$ cat src/rtl/i2c_mon_pkg.sv
// Shared types and constants for the I2C bus condition monitor.
//   state_t   : byte-framing FSM states
//   ACK_LVL   : SDA level that signals ACK in the ninth bit slot
//   BYTE_BITS : data bits per byte
package i2c_mon_pkg;

  typedef enum logic [1:0] {
    IDLE,
    BITS,
    ACK
  } state_t;

  localparam logic        ACK_LVL   = 1'b0;
  localparam int unsigned BYTE_BITS = 8;

endpackage

$ cat src/rtl/i2c_sync_edge.sv
// Multi-flop synchroniser for one asynchronous bus line, with edge detect.
// All flops reset to 1 so an idle-high bus produces no edge after reset.
//   clk_i   : system clock
//   rstb_i  : synchronous active-low reset
//   d_i     : asynchronous line input
//   s_o     : synchronised line value (last stage)
//   rise_o  : s_o went 0->1 this cycle
//   fall_o  : s_o went 1->0 this cycle
module i2c_sync_edge #(
  parameter int unsigned SYNC_STAGES = 2
) (
  input  logic clk_i,
  input  logic rstb_i,
  input  logic d_i,
  output logic s_o,
  output logic rise_o,
  output logic fall_o
);

  logic [SYNC_STAGES-1:0] sync_q;
  logic                   prev_q;

  always_ff @(posedge clk_i) begin
    if (!rstb_i) begin
      sync_q <= '1;
      prev_q <= 1'b1;
    end else begin
      sync_q <= {sync_q[SYNC_STAGES-2:0], d_i};
      prev_q <= sync_q[SYNC_STAGES-1];
    end
  end

  assign s_o    = sync_q[SYNC_STAGES-1];
  assign rise_o =  sync_q[SYNC_STAGES-1] & ~prev_q;
  assign fall_o = ~sync_q[SYNC_STAGES-1] &  prev_q;

endmodule

$ cat src/rtl/i2c_bus_cond_detect.sv
// I2C bus condition detector and byte deserialiser.
// Synchronises SCL/SDA, decodes START / repeated START / STOP, tracks bus
// busy with an SCL-low timeout, and frames 8 data bits plus the ACK slot.
//   CLK, RSTB          : clock, synchronous active-low reset
//   SCL_F, SDA_F       : deglitched bus lines (asynchronous)
//   START, RSTART, STOP: 1-cycle condition pulses
//   BUS_BUSY           : bus owned between START and STOP/TIMEOUT
//   BYTE_VLD, BYTE_DATA: byte complete pulse and held byte (MSB first)
//   ACK_VLD, ACK_VAL   : ACK slot pulse and held result (1 = ACK)
//   TIMEOUT            : 1-cycle pulse when SCL stays low too long
module i2c_bus_cond_detect
  import i2c_mon_pkg::*;
#(
  parameter int unsigned SYNC_STAGES = 2,
  parameter int unsigned TOUT_CYC    = 4096,
  parameter int unsigned TOUT_W      = 13
) (
  input  logic       CLK,
  input  logic       RSTB,
  input  logic       SCL_F,
  input  logic       SDA_F,
  output logic       START,
  output logic       RSTART,
  output logic       STOP,
  output logic       BUS_BUSY,
  output logic       BYTE_VLD,
  output logic [7:0] BYTE_DATA,
  output logic       ACK_VLD,
  output logic       ACK_VAL,
  output logic       TIMEOUT
);

  localparam logic [TOUT_W-1:0] TOUT_LAST = TOUT_W'(TOUT_CYC - 1);
  localparam logic [2:0]        LAST_BIT  = 3'(BYTE_BITS - 1);

  logic scl_s, scl_rise, scl_fall;
  logic sda_s, sda_rise, sda_fall;

  i2c_sync_edge #(.SYNC_STAGES(SYNC_STAGES)) u_scl_sync (
    .clk_i (CLK),
    .rstb_i(RSTB),
    .d_i   (SCL_F),
    .s_o   (scl_s),
    .rise_o(scl_rise),
    .fall_o(scl_fall)
  );

  i2c_sync_edge #(.SYNC_STAGES(SYNC_STAGES)) u_sda_sync (
    .clk_i (CLK),
    .rstb_i(RSTB),
    .d_i   (SDA_F),
    .s_o   (sda_s),
    .rise_o(sda_rise),
    .fall_o(sda_fall)
  );

  state_t            state_q, state_d;
  logic [2:0]        bitcnt_q, bitcnt_d;
  logic [7:0]        shreg_q, shreg_d;
  logic [TOUT_W-1:0] tcnt_q, tcnt_d;
  logic              busy_q, busy_d;
  logic              start_q, start_d, rstart_q, rstart_d, stop_q, stop_d;
  logic              byte_vld_q, byte_vld_d, ack_vld_q, ack_vld_d;
  logic              ack_val_q, ack_val_d, timeout_q, timeout_d;
  logic [7:0]        byte_data_q, byte_data_d;

  // SCL steady high (no edge this cycle): an SDA edge that coincides with
  // an SCL edge is data movement, never a bus condition.
  logic scl_hold_hi, start_cond, stop_cond, tout_hit;
  assign scl_hold_hi = scl_s & ~(scl_rise | scl_fall);
  assign start_cond  = scl_hold_hi & sda_fall;
  assign stop_cond   = scl_hold_hi & sda_rise;
  assign tout_hit    = busy_q & ~scl_s & (tcnt_q == TOUT_LAST);

  always_comb begin
    state_d     = state_q;
    bitcnt_d    = bitcnt_q;
    shreg_d     = shreg_q;
    busy_d      = busy_q;
    byte_data_d = byte_data_q;
    ack_val_d   = ack_val_q;
    start_d     = 1'b0;
    rstart_d    = 1'b0;
    stop_d      = 1'b0;
    byte_vld_d  = 1'b0;
    ack_vld_d   = 1'b0;
    timeout_d   = 1'b0;

    if (!busy_q || scl_s || tout_hit) tcnt_d = '0;
    else                              tcnt_d = tcnt_q + TOUT_W'(1);

    if (stop_cond) begin
      stop_d   = 1'b1;
      busy_d   = 1'b0;
      state_d  = IDLE;
      bitcnt_d = '0;
      shreg_d  = '0;
    end else if (start_cond) begin
      if (busy_q) rstart_d = 1'b1;
      else        start_d  = 1'b1;
      busy_d   = 1'b1;
      state_d  = BITS;
      bitcnt_d = '0;
      shreg_d  = '0;
    end else if (tout_hit) begin
      timeout_d = 1'b1;
      busy_d    = 1'b0;
      state_d   = IDLE;
      bitcnt_d  = '0;
    end else if (scl_rise) begin
      unique case (state_q)
        IDLE: ;
        BITS: begin
          shreg_d = {shreg_q[6:0], sda_s};
          if (bitcnt_q == LAST_BIT) begin
            byte_vld_d  = 1'b1;
            byte_data_d = {shreg_q[6:0], sda_s};
            state_d     = ACK;
            bitcnt_d    = '0;
          end else begin
            bitcnt_d = bitcnt_q + 3'd1;
          end
        end
        ACK: begin
          ack_vld_d = 1'b1;
          ack_val_d = (sda_s == ACK_LVL);
          state_d   = BITS;
          bitcnt_d  = '0;
        end
        default: state_d = IDLE;
      endcase
    end
  end

  always_ff @(posedge CLK) begin
    if (!RSTB) begin
      state_q     <= IDLE;
      bitcnt_q    <= '0;
      shreg_q     <= '0;
      tcnt_q      <= '0;
      busy_q      <= 1'b0;
      start_q     <= 1'b0;
      rstart_q    <= 1'b0;
      stop_q      <= 1'b0;
      byte_vld_q  <= 1'b0;
      byte_data_q <= '0;
      ack_vld_q   <= 1'b0;
      ack_val_q   <= 1'b0;
      timeout_q   <= 1'b0;
    end else begin
      state_q     <= state_d;
      bitcnt_q    <= bitcnt_d;
      shreg_q     <= shreg_d;
      tcnt_q      <= tcnt_d;
      busy_q      <= busy_d;
      start_q     <= start_d;
      rstart_q    <= rstart_d;
      stop_q      <= stop_d;
      byte_vld_q  <= byte_vld_d;
      byte_data_q <= byte_data_d;
      ack_vld_q   <= ack_vld_d;
      ack_val_q   <= ack_val_d;
      timeout_q   <= timeout_d;
    end
  end

  assign START     = start_q;
  assign RSTART    = rstart_q;
  assign STOP      = stop_q;
  assign BUS_BUSY  = busy_q;
  assign BYTE_VLD  = byte_vld_q;
  assign BYTE_DATA = byte_data_q;
  assign ACK_VLD   = ack_vld_q;
  assign ACK_VAL   = ack_val_q;
  assign TIMEOUT   = timeout_q;

endmodule

$ cat config.mk
export PLATFORM = sky130hd
export DESIGN_NAME = i2c_bus_cond_detect
export DESIGN_NICKNAME = d
export VERILOG_FILES = /design/src/rtl/i2c_mon_pkg.sv /design/src/rtl/i2c_sync_edge.sv /design/src/rtl/i2c_bus_cond_detect.sv
export SDC_FILE = /design/constraint.sdc
export NUM_CORES = 1
export LEC_CHECK = 0
export CAP_MARGIN = 20
export CELL_PAD_IN_SITES_DETAIL_PLACEMENT = 1
export CELL_PAD_IN_SITES_GLOBAL_PLACEMENT = 2
export CORE_ASPECT_RATIO = 0.8
export CORE_UTILIZATION = 34
export CTS_BUF_LIST = sky130_fd_sc_hd__clkbuf_8 sky130_fd_sc_hd__clkbuf_16
export DETAILED_ROUTE_END_ITERATION = 6
export PLACE_DENSITY_LB_ADDON = 0.1
export SLEW_MARGIN = 20
export SYNTH_ARGS = -nofsm -noshare
export SYNTH_HDL_FRONTEND = slang
export SYNTH_HIERARCHICAL = 1
export SYNTH_SLANG_ARGS = --single-unit
$ cat constraint.sdc
create_clock -name CLK -period 2.3 [get_ports CLK]
set_clock_uncertainty 0.05 [all_clocks]
set_input_delay 0.69 -clock CLK [delete_from_list [all_inputs] [get_ports CLK]]
set_output_delay 0.69 -clock CLK [all_outputs]
set_load 0.03 [all_outputs]
# [Word level (Yosys, flattened, before mapping)]
# Cells that the tools add are included.
[word_totals] regBits=47 in_bits=4 out_inout_bits=16 word_cells=84
[classes] addsub=2 eq_ne=7 muxes=15 bitwise_logic=22 reduce_logical=20
[ops] cell="13-bit by 1-bit adder with 13-bit output, second input constant" n=1
[ops] cell="13-bit by 12-bit equality test with 1-bit output, second input constant" n=1
[ops] cell="1-bit NOT" n=12
[ops] cell="1-bit two-way mux" n=11
[ops] cell="1-bit AND" n=9
[ops] cell="3-bit AND reduction" n=3
[ops] cell="2-bit one-hot mux with 3 select lines" n=1
[ops] cell="3-bit one-hot mux with 2 select lines" n=1
[ops] cell="6-bit AND reduction" n=1
[ops] cell="3-bit OR reduction" n=2
[ops] cell="6-bit OR reduction" n=1
[ops] cell="5-bit AND reduction" n=1
[ops] cell="5-bit OR reduction" n=1
[ops] cell="4-bit inequality test, second input constant" n=1
[ops] cell="2-bit nonzero test" n=2
[ops] cell="2-bit OR reduction" n=2
[ops] cell="4-bit OR reduction" n=1
[ops] cell="3-bit by 1-bit adder with 3-bit output, second input constant" n=1
[ops] cell="3-bit equality test, second input constant" n=1
[ops] cell="3-bit two-way mux" n=1
[ops] cell="3-bit inequality test, second input constant" n=1
[ops] cell="3-bit nonzero test" n=1
[ops] cell="2-bit by 1-bit equality test with 1-bit output, second input constant" n=1
[ops] cell="2-bit equality test, second input constant" n=1
[ops] cell="7 further kinds" n=8

# [Longest topological paths before layout]
[depth] word_depth=8 mapped_depth=6 ltp_nobuf=6

# [Cells and area by module]
# The synthesis kept the hierarchy.
[modules_own_cells] mod="i2c_bus_cond_detect" n_inst=1 cells_each=181 area_each_um2=1692.9 seq_area_each_um2=820.8
[modules_own_cells] mod="i2c_sync_edge" n_inst=2 cells_each=8 area_each_um2=91.3 seq_area_each_um2=60.1

# [Least setup slack after synthesis]
# Ideal clock, no wire load.
[synth_timing] kind="reg-to-reg" startpoint="register busy_q, in the netlist BUS_BUSY" endpoint="register shreg_q[1]" setup_ns=0.120 arrival_ns=1.776 t_required_ns=2.130 path_slack_ns=0.354 stages_incl_launch_ff=6 path_buffers=1 period_less_slack_ns=1.946 path_cell_list="dfxtp_1 or3b_1 or4_4 and3_4 buf_6 mux2i_1"
[synth_via] elab_chain_cells=4
[synth_lines] element="start, declared" line_no="i2c_bus_cond_detect.sv:61" source="logic busy_q, busy_d;"
[synth_lines] element="start signal, assigned" line_no="i2c_bus_cond_detect.sv:155" source="busy_q <= busy_d;"
[synth_lines] element="1-bit AND (2 in series)" line_no="i2c_bus_cond_detect.sv:73" source="assign tout_hit = busy_q & ~scl_s & (tcnt_q == TOUT_LAST);"
[synth_lines] element="1-bit NOT (no source line)"
[synth_lines] element="3-bit AND reduction (no source line)"
[synth_lines] element="end signal, assigned" line_no="i2c_bus_cond_detect.sv:153" source="shreg_q <= shreg_d;"
[synth_lines] element="end, declared" line_no="i2c_bus_cond_detect.sv:59" source="logic [7:0] shreg_q, shreg_d;"
# No other way between the ends.
# A chain may end at the register's enable or synchronous reset.

# [Final worst setup path]
[layout_timing] startpoint="register busy_q, in the netlist BUS_BUSY" endpoint="output port BUS_BUSY"
[layout_lines] element="end, declared" line_no="i2c_bus_cond_detect.sv:25" source="output logic BUS_BUSY,"
# No word-level cell between the ends.

==> flow_summary.yaml <==
setup_path:
  crit_start: "BUS_BUSY$_SDFFE_PP0P_"
  critical_path.endpoint: "BUS_BUSY"
  worst-path-buf-inv: 1
  reg2reg_depth: 6
  critPathMaxStageDelay_ns: 0.71
  critPathKind: "flop to primary output"
  critical_path_required_ns: 1.56
  end_kind: "primary output"
  cp-start-kind: "flop"
  slowest_stage: "clkdlybuf4s50_1"
  reg2reg_slack_ns: 0.44
  crit_fanout: 5
  arrival_ns: 1.41
  r2r-end: "shreg_q[2]$_SDFFE_PP0P_"
  path_delay_family: "buffers and inverters"
  reg2reg_from: "u_scl_sync/sync_q[1]$_SDFF_PN1_"
  worst-path-stages: 1
  path_cells: "clkdlybuf4s50_1"
logic_synthesis:
  netlist.area_leader.share: 0.502
  ys_async_sr_fraction: 0
  synth-seq-area-share: 0.502
  yosysWarnings: 6
  syn_avg_cell_area_um2: 9.52
  synth_cell_types: 33
  synth.net_count: 209
  synth.area.top_cells: "dfxtp_1, mux2i_1, nand2_1"
  synth_seq_cells: 47
  netlist_area_um2: 1880
  synth_edf_count: 0
  synth_flop_cell: "dfxtp_1"
  synth_top_cell_by_area: "dfxtp_1"
  syn_inst: 197
floorplan:
  core-area_um2: 5150
  start_util: 0.364
  die_h_um: 68.4
  dieArea_um2: 5820
  rows: 23
  die_w_um: 85.0
  ioPinCount: 20
power_and_ir_drop:
  p_per_area_nw_per_um2: 642
  max-vdd-ir-drop_mv: 0.264
  leakagePower_uw: 0.000789
detailed_routing:
  initialDrtViolationCount: 85
  drcViolationCount: 0
  routed_via_density: 4.84
  wl_per_cell_um: 13.5
  dr.pass1.iters: 4
  postRouteWirelength_um: 3880
  drtAntennaViolNets: 0
  vias: 1393
cells_and_area:
  instances_no_fill: 288
  post-route-util: 0.442
  num_antenna_cells: 0
  area_delta_synth_final_pct: 21.3
  drive_gt1_frac: 0.0796
  design_area_um2: 2270
  finalNetCount: 238
placed_design:
  gp_congestion: 0.765
  place_inst: 281
  placed_cell_area_um2: 2170
  place.detailed.hpwl_um: 2980
  port_buffers: 19
grt:
  overflow: 0
  grt_pass1_vias: 1431
  track_usage: 0.154
  antenna_found_initial: 0
  grt_max_degree: 20
  grt_pass1_wl_um: 6780
clock_tree:
  cts.sinks: 47
  cts_setup_buffers: 0
  cts_inserted_buffers: 5
  clk_latency_ns: 0.30
  cts_resized: 0
  clockBufferDepth: 2
  cts_hold_buffers: 0
  h-tree-depth: 2
  clkTransAtPathRegs_ns: 0.09
  cts_tree: "yes"
  root_buffer: "clkbuf_8"
timing:
  fin_crit_ns: 2.15
  slew_viol_final: 0
  setup_viol: 0
  tns_ns: 0
  grt_setup_unrepaired: "false"
  finalCritPeriodShare: 0.936
  fmax_ghz: 0.465
  worstMarginPinSlew_ns: 0.578
  relSlewSlack: 0.614
  worst_hold_slack_ns: 0.369
  hold_viol: 0
status:
  status: "complete, no violations"
worst_hold_path:
  min_from: "u_sda_sync/sync_q[0]$_SDFF_PN1_"
  hold_path.class: "flop to flop"
  holdPathStages: 1
run:
  cap_violations: 0
## synthesized netlist by cell type (3+ instances only)
cell      instances
mux2i_1          18
inv_1             5
nand2_1          32
nor2b_1           5
nand4_1           3
dfxtp_1          47
xnor2_1           8
nor2_1           28
nor3_1            5
nand3_1           5
ha_1              8
nor3b_1           3
nand2b_1          6
## state kept, by name (all words and copies together) (netlist names)
| signal | count |
|---|---|
| START | 1 |
| STOP | 1 |
| u_scl_sync/prev_q | 1 |
| state_q | 2 |
| BUS_BUSY | 1 |
| TIMEOUT | 1 |
| tcnt_q | 13 |
| bitcnt_q | 3 |
| BYTE_VLD | 1 |
| u_sda_sync/sync_q | 2 |
| shreg_q | 7 |
| ACK_VLD | 1 |
| RSTART | 1 |
| ACK_VAL | 1 |
| BYTE_DATA | 8 |
| u_scl_sync/sync_q | 2 |
| u_sda_sync/prev_q | 1 |
## logic make-up after synthesis
group / count (synthesis) / synth area share
and+or+nand+nor: 98 / 0.254
buffers and inverters: 9 / 0.0227
DFF: 47 / 0.502
adders and majority gates: 8 / 0.0534
AOI/OAI and AO/OA: 8 / 0.0307
muxes: 18 / 0.0961
xor gates and xnor gates: 9 / 0.0420
## layer usage
| layer | global-route usage | share of wire |
|---|---|---|
| met1 | 0.204 | 0.52 |
| met2 | 0.236 | 0.43 |
| met3 | 0.0386 | 0.032 |
| met4 | 0.0763 | 0.019 |
| met5 | 0 | 0 |
## how the worst min path moves through the flow
stage	endpoint	slack, ns
3_5_place_dp	u_sda_sync/sync_q[1]$_SDFF_PN1_	0.35
5_1_grt	u_scl_sync/sync_q[1]$_SDFF_PN1_	0.39
2_1_floorplan	u_scl_sync/sync_q[1]$_SDFF_PN1_	0.34
4_1_cts	u_sda_sync/sync_q[1]$_SDFF_PN1_	0.37
6_report	u_sda_sync/sync_q[1]$_SDFF_PN1_	0.37
3_3_place_gp	u_sda_sync/sync_q[1]$_SDFF_PN1_	0.35
## where the power goes
group / leakage, µW / total (µW) / internal, µW / switching [µW]
Sequential: 0.000380 / 825 / 820 / 5.40
Clock: 0.0000554 / 581 / 314 / 267
Combinational: 0.000353 / 53.1 / 22.2 / 30.9
Total: 0.000789 / 1460 / 1160 / 303
## layout make-up
| cell class | instances | area (µm²) |
|---|---|---|
| inverters | 5 | 18.8 |
| well taps | 62 | 77.6 |
| clock inverters | 2 | 33.8 |
| clock buffers | 5 | 68.8 |
| repair buffers | 26 | 243 |
| fillers | 571 | 2880 |
| flip-flops and latches | 47 | 941 |
| multi-input cells | 141 | 892 |
## placed cells by master, fill, tap and decap left out, types with 2 or more instances in the layout
cell,instances
dfxtp_1,47
nand2_1,32
nor2_1,28
clkdlybuf4s50_1,19
mux2i_1,18
xnor2_1,8
ha_1,8
buf_4,7
inv_1,6
nand2b_1,6
nand3_1,5
nor3_1,5
nor2b_1,5
clkbuf_8,5
nand4_1,3
nor3b_1,3
or2_2,2
a22oi_1,2
and3_1,2
## stage by stage
step | total power [µW] | setup WS [ns]
2_1_floorplan | 873 | 0.354
3_3_place_gp | 896 | 0.333
3_5_place_dp | 898 | 0.277
4_1_cts | 1480 | 0.135
5_1_grt | 1520 | 0.0660
6_report | 1460 | 0.148
No activity file was read; power rests on OpenSTA's default activity.
